--- config.mk ---
export PLATFORM = sky130hd
export DESIGN_NAME = down_counter_tc
export DESIGN_NICKNAME = d
export VERILOG_FILES = /design/src/rtl/down_counter_tc.sv
export SDC_FILE = /design/constraint.sdc
export NUM_CORES = 1
export LEC_CHECK = 0
export BUFFER_PORTS_ARGS = -buffer_cell sky130_fd_sc_hd__buf_2
export CORE_AREA = 2 2 44 46
export CTS_CLUSTER_DIAMETER = 30
export DETAILED_ROUTE_END_ITERATION = 6
export DIE_AREA = 0 0 46 48
export SETUP_SLACK_MARGIN = 0.2
export SYNTH_ARGS = -nofsm -noshare
export SYNTH_HDL_FRONTEND = slang
export SYNTH_SLANG_ARGS = --single-unit
--- constraint.sdc ---
create_clock -name clk -period 4.6 [get_ports clk]
set_input_delay 1.15 -clock clk [delete_from_list [all_inputs] [get_ports clk]]
set_output_delay 1.15 -clock clk [all_outputs]
set_load 0.03 [all_outputs]
--- src/rtl/down_counter_tc.sv ---
// Loadable down counter with one-cycle terminal-count pulse.
// Ports: clk, rst (async low), din, load, en, auto_reload -> count, tc, busy.
module down_counter_tc #(
  parameter int WIDTH = 4
) (
  input  logic             clk,
  input  logic             rst,
  input  logic [WIDTH-1:0] din,
  input  logic             load,
  input  logic             en,
  input  logic             auto_reload,
  output logic [WIDTH-1:0] count,
  output logic             tc,
  output logic             busy
);

  typedef enum logic [1:0] {
    IDLE = 2'd0,
    RUN  = 2'd1,
    HOLD = 2'd2
  } state_t;

  localparam logic [WIDTH-1:0] ZERO = '0;
  localparam logic [WIDTH-1:0] ONE  = WIDTH'(1);

  state_t           state_q, state_d;
  logic [WIDTH-1:0] count_q, count_d;
  logic [WIDTH-1:0] rld_q, rld_d;
  logic             tc_q, tc_d;
  logic             busy_q, busy_d;

  logic run_en;
  logic at_one;
  logic at_zero;

  assign run_en  = (state_q == RUN) && en;
  assign at_one  = (count_q == ONE);
  assign at_zero = (count_q == ZERO);

  always_comb begin
    state_d = state_q;
    count_d = count_q;
    rld_d   = rld_q;
    tc_d    = 1'b0;
    busy_d  = busy_q;
    unique case (1'b1)
      load: begin
        count_d = din;
        rld_d   = din;
        if (din != ZERO) begin
          state_d = RUN;
          busy_d  = 1'b1;
        end else begin
          state_d = IDLE;
          busy_d  = 1'b0;
        end
      end
      (!load && run_en && at_one): begin
        count_d = ZERO;
        tc_d    = 1'b1;
        // One-shot parks in HOLD; busy drops on the same edge as tc.
        if (!auto_reload) begin
          state_d = HOLD;
          busy_d  = 1'b0;
        end
      end
      // Only reachable in RUN after an auto-reload arrival at 0.
      (!load && run_en && at_zero): begin
        count_d = rld_q;
      end
      (!load && run_en && !at_one && !at_zero): begin
        count_d = count_q - ONE;
      end
      default: begin
      end
    endcase
  end

  always_ff @(posedge clk or negedge rst) begin
    if (!rst) begin
      state_q <= IDLE;
      count_q <= ZERO;
      rld_q   <= ZERO;
      tc_q    <= 1'b0;
      busy_q  <= 1'b0;
    end else begin
      state_q <= state_d;
      count_q <= count_d;
      rld_q   <= rld_d;
      tc_q    <= tc_d;
      busy_q  <= busy_d;
    end
  end

  assign count = count_q;
  assign tc    = tc_q;
  assign busy  = busy_q;

endmodule
==> results of run 1 <==
==> where the power goes <==
group / total, mW / internal (mW) / switching (mW)
Sequential: 0.114 / 0.106 / 0.00812
Combinational: 0.0576 / 0.0212 / 0.0364
Clock: 0.0650 / 0.0335 / 0.0315
Total: 0.236 / 0.160 / 0.0760
==> cell type report <==
class	instances	area, sq um
clock buffer	4	26.28
fill	194	1023
inverter	7	26.28
multi-input combinational	37	246.5
sequential	11	275.3
tap	17	21.27
timing repair buffer	14	70.07
==> worst paths after layout <==
kind	slack [ns]	start	to	cells past startpoint
min reg2reg	0.52	rld_q[3]	rld_q[3]	1
min in group asynchronous	0.74	rst	tc	1
max reg2reg	2.95	count[0]	count[3]	5
max	2.51	count[0]	count[0]	1
max in group asynchronous	3.67	rst	rld_q[2]	1
min	0.52	rld_q[3]	rld_q[3]	1
==> cell usage after synthesis (2+ instances only) <==
cell      instances
a21oi_1           2
o221ai_1          2
ha_1              2
o21ai_1           2
o21ai_0           3
nand3_1           2
buf_6             3
dfrtp_1          11
inv_1             7
nand2_1           3
nor2_1            4
==> registers in the layout, summed over array words and instances (netlist names) <==
signal   count
count        4
tc           1
rld_q        4
state_q      2
==> metal layers <==
layer | track usage | part of all wire | wire, microns
met3 | 0.03396 | 0.030 | 33
met1 | 0.1575 | 0.49 | 543
met5 | 0 | 0 | 0
met2 | 0.2000 | 0.46 | 503
met4 | 0.1029 | 0.017 | 19
==> per-stage QoR <==
stage	util	hold slack [ns]	power, mW	worst slack, ns	cells
2_1_floorplan	-	0.4812	0.1580	2.535	58
3_3_place_gp	0.3785	0.5025	0.1726	2.387	86
3_5_place_dp	0.3785	0.5046	0.1736	2.362	86
4_1_cts	0.3941	0.5206	0.2418	2.487	90
5_1_grt	0.3941	0.5455	0.2558	2.450	90
6_report	0.3941	0.5150	0.2364	2.507	90
==> placed cells by master (no fill, tap or decap), types with 3 or more instances in the layout <==
cell and instances:
buf_2 14, dfrtp_1 11, nand2_1 3, clkbuf_4 3, o21ai_0 3, nor2_1 4
inv_1 7
==> logic make-up after synthesis <==
logic type               Yosys count  synth area share
AO/OA/AOI/OAI                     15            0.1742
multiplexers                       1           0.01935
buffers and inverters             10            0.1032
AND/OR/NAND/NOR                   18            0.1721
adder cells (fa/ha/maj)            2           0.04300
XOR/XNOR                           1           0.01506
flip-flops                        11            0.4731
==> metrics.md, run 1 <==
| Metric | Value |
|---|---|
| Status | `finished, final reports clean` |
| Net count after synthesis | `roughly 70` |
| Cts bufs inserted | `3` |
| Gr usage total | `0.1315` |
| CP required | `3.45 ns` |
| Post-Syn Area per Cell | `10.03 sq um` |
| Vias | `between 400 and 500` |
| Die Area | `approximately 2200 sq um` |
| Routed wire length | `between 1 and 1.5 mm` |
| Area leader, netlist | `dfrtp_1` |
| Post-synth EDFFs | `0` |
| Ports | `15` |
| Final setup fails | `0` |
| CTS clock-pin slew for the worst setup and hold paths | `about 0.070 ns` |
| Relative slew slack | `0.7495` |
| Post-synth cell types | `28` |
| Main area contributors after synthesis | `dfrtp_1 47%, buf_6 5.8%, inv_1 4.5%, ha_1 4.3%, o221ai_1 3.0%` |
| Warnings, synthesis | `0` |
| Min-Delay Path Class | `flop to flop` |
| H-tree levels | `1` |
| Sink Count | `11` |
| Synth top area share | `0.4731` |
| Startpoint types | `flop` |
| Arrival time at the worst endpoint | `between 0.9 and 1 ns` |
| Primary FF master, synth | `dfrtp_1` |
| Grt ovf | `0` |
| Async SR Flop Fraction | `1.000` |
| Seq/Total Area, Yosys | `0.4731` |
| Initial Util | `0.3444` |
| Critical Path Fanout Max | `6` |
| Post-detail-place hpwl | `approximately 840 microns` |
| DRC viols | `0` |
| Largest net degree at the start of global routing | `20` |
| Crit. End Element | `output port` |
| Post-route cell area | `between 600 and 700 sq um` |
| Max IR drop VDD | `126.9 uV` |
| Placed inst area | `about 640 sq um` |
| Vias in the first global route | `~480` |
| Drt via density | `roughly 5.3` |
| Synthesis-to-layout area growth | `14.41%` |
| Fin crit period | `~2.1 ns` |
| Cell family with most CP delay | `flip-flops` |
| Core area | `roughly 1700 sq um` |
| RSZ-0062 raised after global routing | `false` |
| Max cap viols | `0` |
| Die Y | `48 microns` |
| Port bufs | `14` |
| Final Max Slew Viols | `0` |
| DRT Pass-1 Iters | `4` |
| Setup TNS | `0 ns` |
| Gpl congestion | `between 0.6 and 0.7` |
| Die width | `between 40 and 50 microns` |
| Cell area after synthesis | `between 500 and 600 sq um` |
| NumNets Final | `85` |
| Crit Path Category | `flop to output port` |
| Row count | `15` |
| Pwr Density | `approximately 360 nW/um^2` |
| Fin. Hold Viols | `0` |
| Clock Tree Root | `clkbuf_4` |
| Share of layout cells above drive strength 1 | `0.2603` |
| DRT antenna net count | `0` |
| Antenna violations before repair | `0` |
| Post CTS Setup Buffer Count | `0` |
| Hold buffers post-CTS | `0` |
| Clk_lat worst skew | `roughly 0.26 ns` |
| Yosys reg bits | `11` |
| Ant diodes | `0` |
| Crit-path slowest cell | `dfrtp_1` |
| CTS tree | `built` |
| Fin Clk Skew | `0.003452 ns` |
| Achievable frequency | `approximately 480 MHz` |
| PostCTS Resize Cnt | `0` |
| Fin crit share | `0.4550` |
| Clock buffer depth | `2` |
| Worst slew pin tran | `0.3744 ns` |
| Pleak | `between 0.3 and 0.4 nW` |
| DR iter-0 viols | `6` |
| Global-route wire length before repair | `about 2.0 mm` |
| Cells after synthesis | `58` |
| Sequence of cells on the critical path | `buf_2` |
| Critical path buffers and inverters | `1` |
| Routed wire length per instance | `12.22 microns` |
| Max incr delay on CP | `0.44 ns` |
Note: power is estimated with default switching activity, not from simulation.
==> run 2, diff against run 1 <==
==> constraint.sdc (replaced) <==
create_clock -name clk -period 2.17 [get_ports clk]
set_input_delay 0.5425 -clock clk [delete_from_list [all_inputs] [get_ports clk]]
set_output_delay 0.5425 -clock clk [all_outputs]
set_load 0.03 [all_outputs]
==> run 2 against run 1 <==
- worst hold slack got worse by 0.39 ns
- highest routed layer unchanged
- final cell count did not move
- final area did not move
- global-route usage rose by 0.43 points
==> metrics.md, run 2 (synthesized netlist as in run 1, its figures left out) <==
| Metric | Value |
|---|---|
| H-tree levels | `1` |
| Die Area | `~2200 sq um` |
| Post-place setup slack | `roughly 0.53 ns` |
| Fin crit share | `0.7650` |
| Share of layout cells above drive strength 1 | `0.2603` |
| Synthesis-to-layout area growth | `14.41%` |
| DRT Pass-1 Iters | `5` |
| Gr usage total | `0.1358` |
| Ports | `15` |
| Die width | `around 46 microns` |
| Routed wire length per instance | `about 13 microns` |
| DR iter-0 viols | `9` |
| Initial Util | `0.3444` |
| DRC viols | `0` |
| PostCTS Resize Cnt | `0` |
| Port bufs | `14` |
| CP required | `approximately 2.4 ns` |
| Core area | `approximately 1700 sq um` |
| Largest net degree at the start of global routing | `20` |
| Crit. End Element | `flop` |
| Max IR drop VDD | `~270 uV` |
| Hold buffers post-CTS | `0` |
| Pleak | `between 0.3 and 0.4 nW` |
| Fin crit period | `1.660 ns` |
| Die Y | `around 48 microns` |
| Post-detail-place hpwl | `858.9 microns` |
| Setup TNS | `0 ns` |
| Met1 Use GR | `0.1475` |
| Filler cells | `between 150 and 200` |
| Cts bufs inserted | `3` |
| R2R cell count | `5` |
| Relative slew slack | `0.7502` |
| Sink Count | `11` |
| Arrival time at the worst endpoint | `~1.8 ns` |
| Final worst slack | `approximately 0.51 ns` |
| Vias | `about 480` |
| Met2 global-route usage | `0.2194` |
| Critical Path Fanout Max | `6` |
| DRT antenna net count | `0` |
| Global-route wire length before repair | `approximately 2.0 mm` |
| Commonest cells after routing, fill and taps aside | `14 x buf_2, 11 x dfrtp_1, 7 x inv_1` |
| NumNets Final | `85` |
| Startpoint types | `flop` |
| Post CTS Setup Buffer Count | `0` |
| CTS tree | `built` |
| Row count | `15` |
| Achievable frequency | `about 600 MHz` |
| CTS clock-pin slew for the worst setup and hold paths | `0.07 ns` |
| Status | `finished, final reports clean` |
| Min-Delay Path Class | `input pin to asynchronous set/reset pin` |
| Most common cell after layout, fill and taps aside | `buf_2` |
| Fin. Hold Viols | `0` |
| Fin Clk Skew | `around 0.00053 ns` |
| Most used routing layer | `met2` |
| Final setup fails | `0` |
| Clock buffer depth | `2` |
| Max cap viols | `0` |
| Ant diodes | `0` |
| Gpl congestion | `~0.68` |
| Clock Tree Root | `clkbuf_4` |
| Worst slew pin tran | `between 0.3 and 0.4 ns` |
| Antenna violations before repair | `0` |
| Clk_lat worst skew | `between 0.2 and 0.3 ns` |
| Crit Path Category | `flop to flop` |
| Final Max Slew Viols | `0` |
| Grt ovf | `0` |
| Vias in the first global route | `between 400 and 500` |
| Fin util | `0.3941` |
| Drt via density | `about 5.3` |
| RSZ-0062 raised after global routing | `false` |
| Routed wire length | `1.162 mm` |
| Met3 Use GR | `0.04528` |
| Pwr Density | `roughly 760 nW/um^2` |
==> run 2: path summary, 6_finish.rpt <==
kind | start | end | slack [ns]
max | count[0] | count[3] | 0.51
min | rst | count[0] | 0.13
max reg2reg | count[0] | count[3] | 0.51
min reg2reg | rld_q[3] | rld_q[3] | 0.51
max in group asynchronous | rst | rld_q[1] | 1.85
min in group clk | auto_reload | state_q[1] | 0.49
==> run 2: where the power goes <==
part / switching [mW] / internal, mW / total [mW]
combinational: 0.0780 / 0.0449 / 0.123
clock: 0.0696 / 0.0711 / 0.141
sequential: 0.0178 / 0.224 / 0.242
==> run 2: area by class of cell <==
type,instances,area [sq um],share of cell area
clock buffers,4,26.28,0.03947
inverters,7,26.28,0.03947
multi-input cells,37,246.5,0.3703
flip-flops and latches,11,275.3,0.4135
well taps,17,21.27,0.03195
repair buffers,14,70.07,0.1053
==> run 2: worst max-delay path, cell delays in order (launching register included) <==
cell      delay (ns)
dfrtp_1         0.44
inv_1           0.07
ha_1            0.26
or2_1           0.26
a211o_1         0.32
o221ai_1        0.21
==> run 2: metal layers <==
layer	up-vias	routed length, microns
met3	2	37
met5	-	0
li1	236	-
met1	226	542
met4	0	27
met2	12	555
==> run 2: per-stage QoR <==
step           cell area, sq um  power (mW)  cells  hold WS [ns]
4_1_cts                   665.6      0.5096     90        0.1308
3_5_place_dp              639.4      0.3683     86        0.4219
3_3_place_gp              639.4      0.3658     86        0.4227
5_1_grt                   665.6      0.5388     90        0.1291
2_1_floorplan             581.8      0.3349     58        0.2469
6_report                  665.6      0.5054     90        0.1276
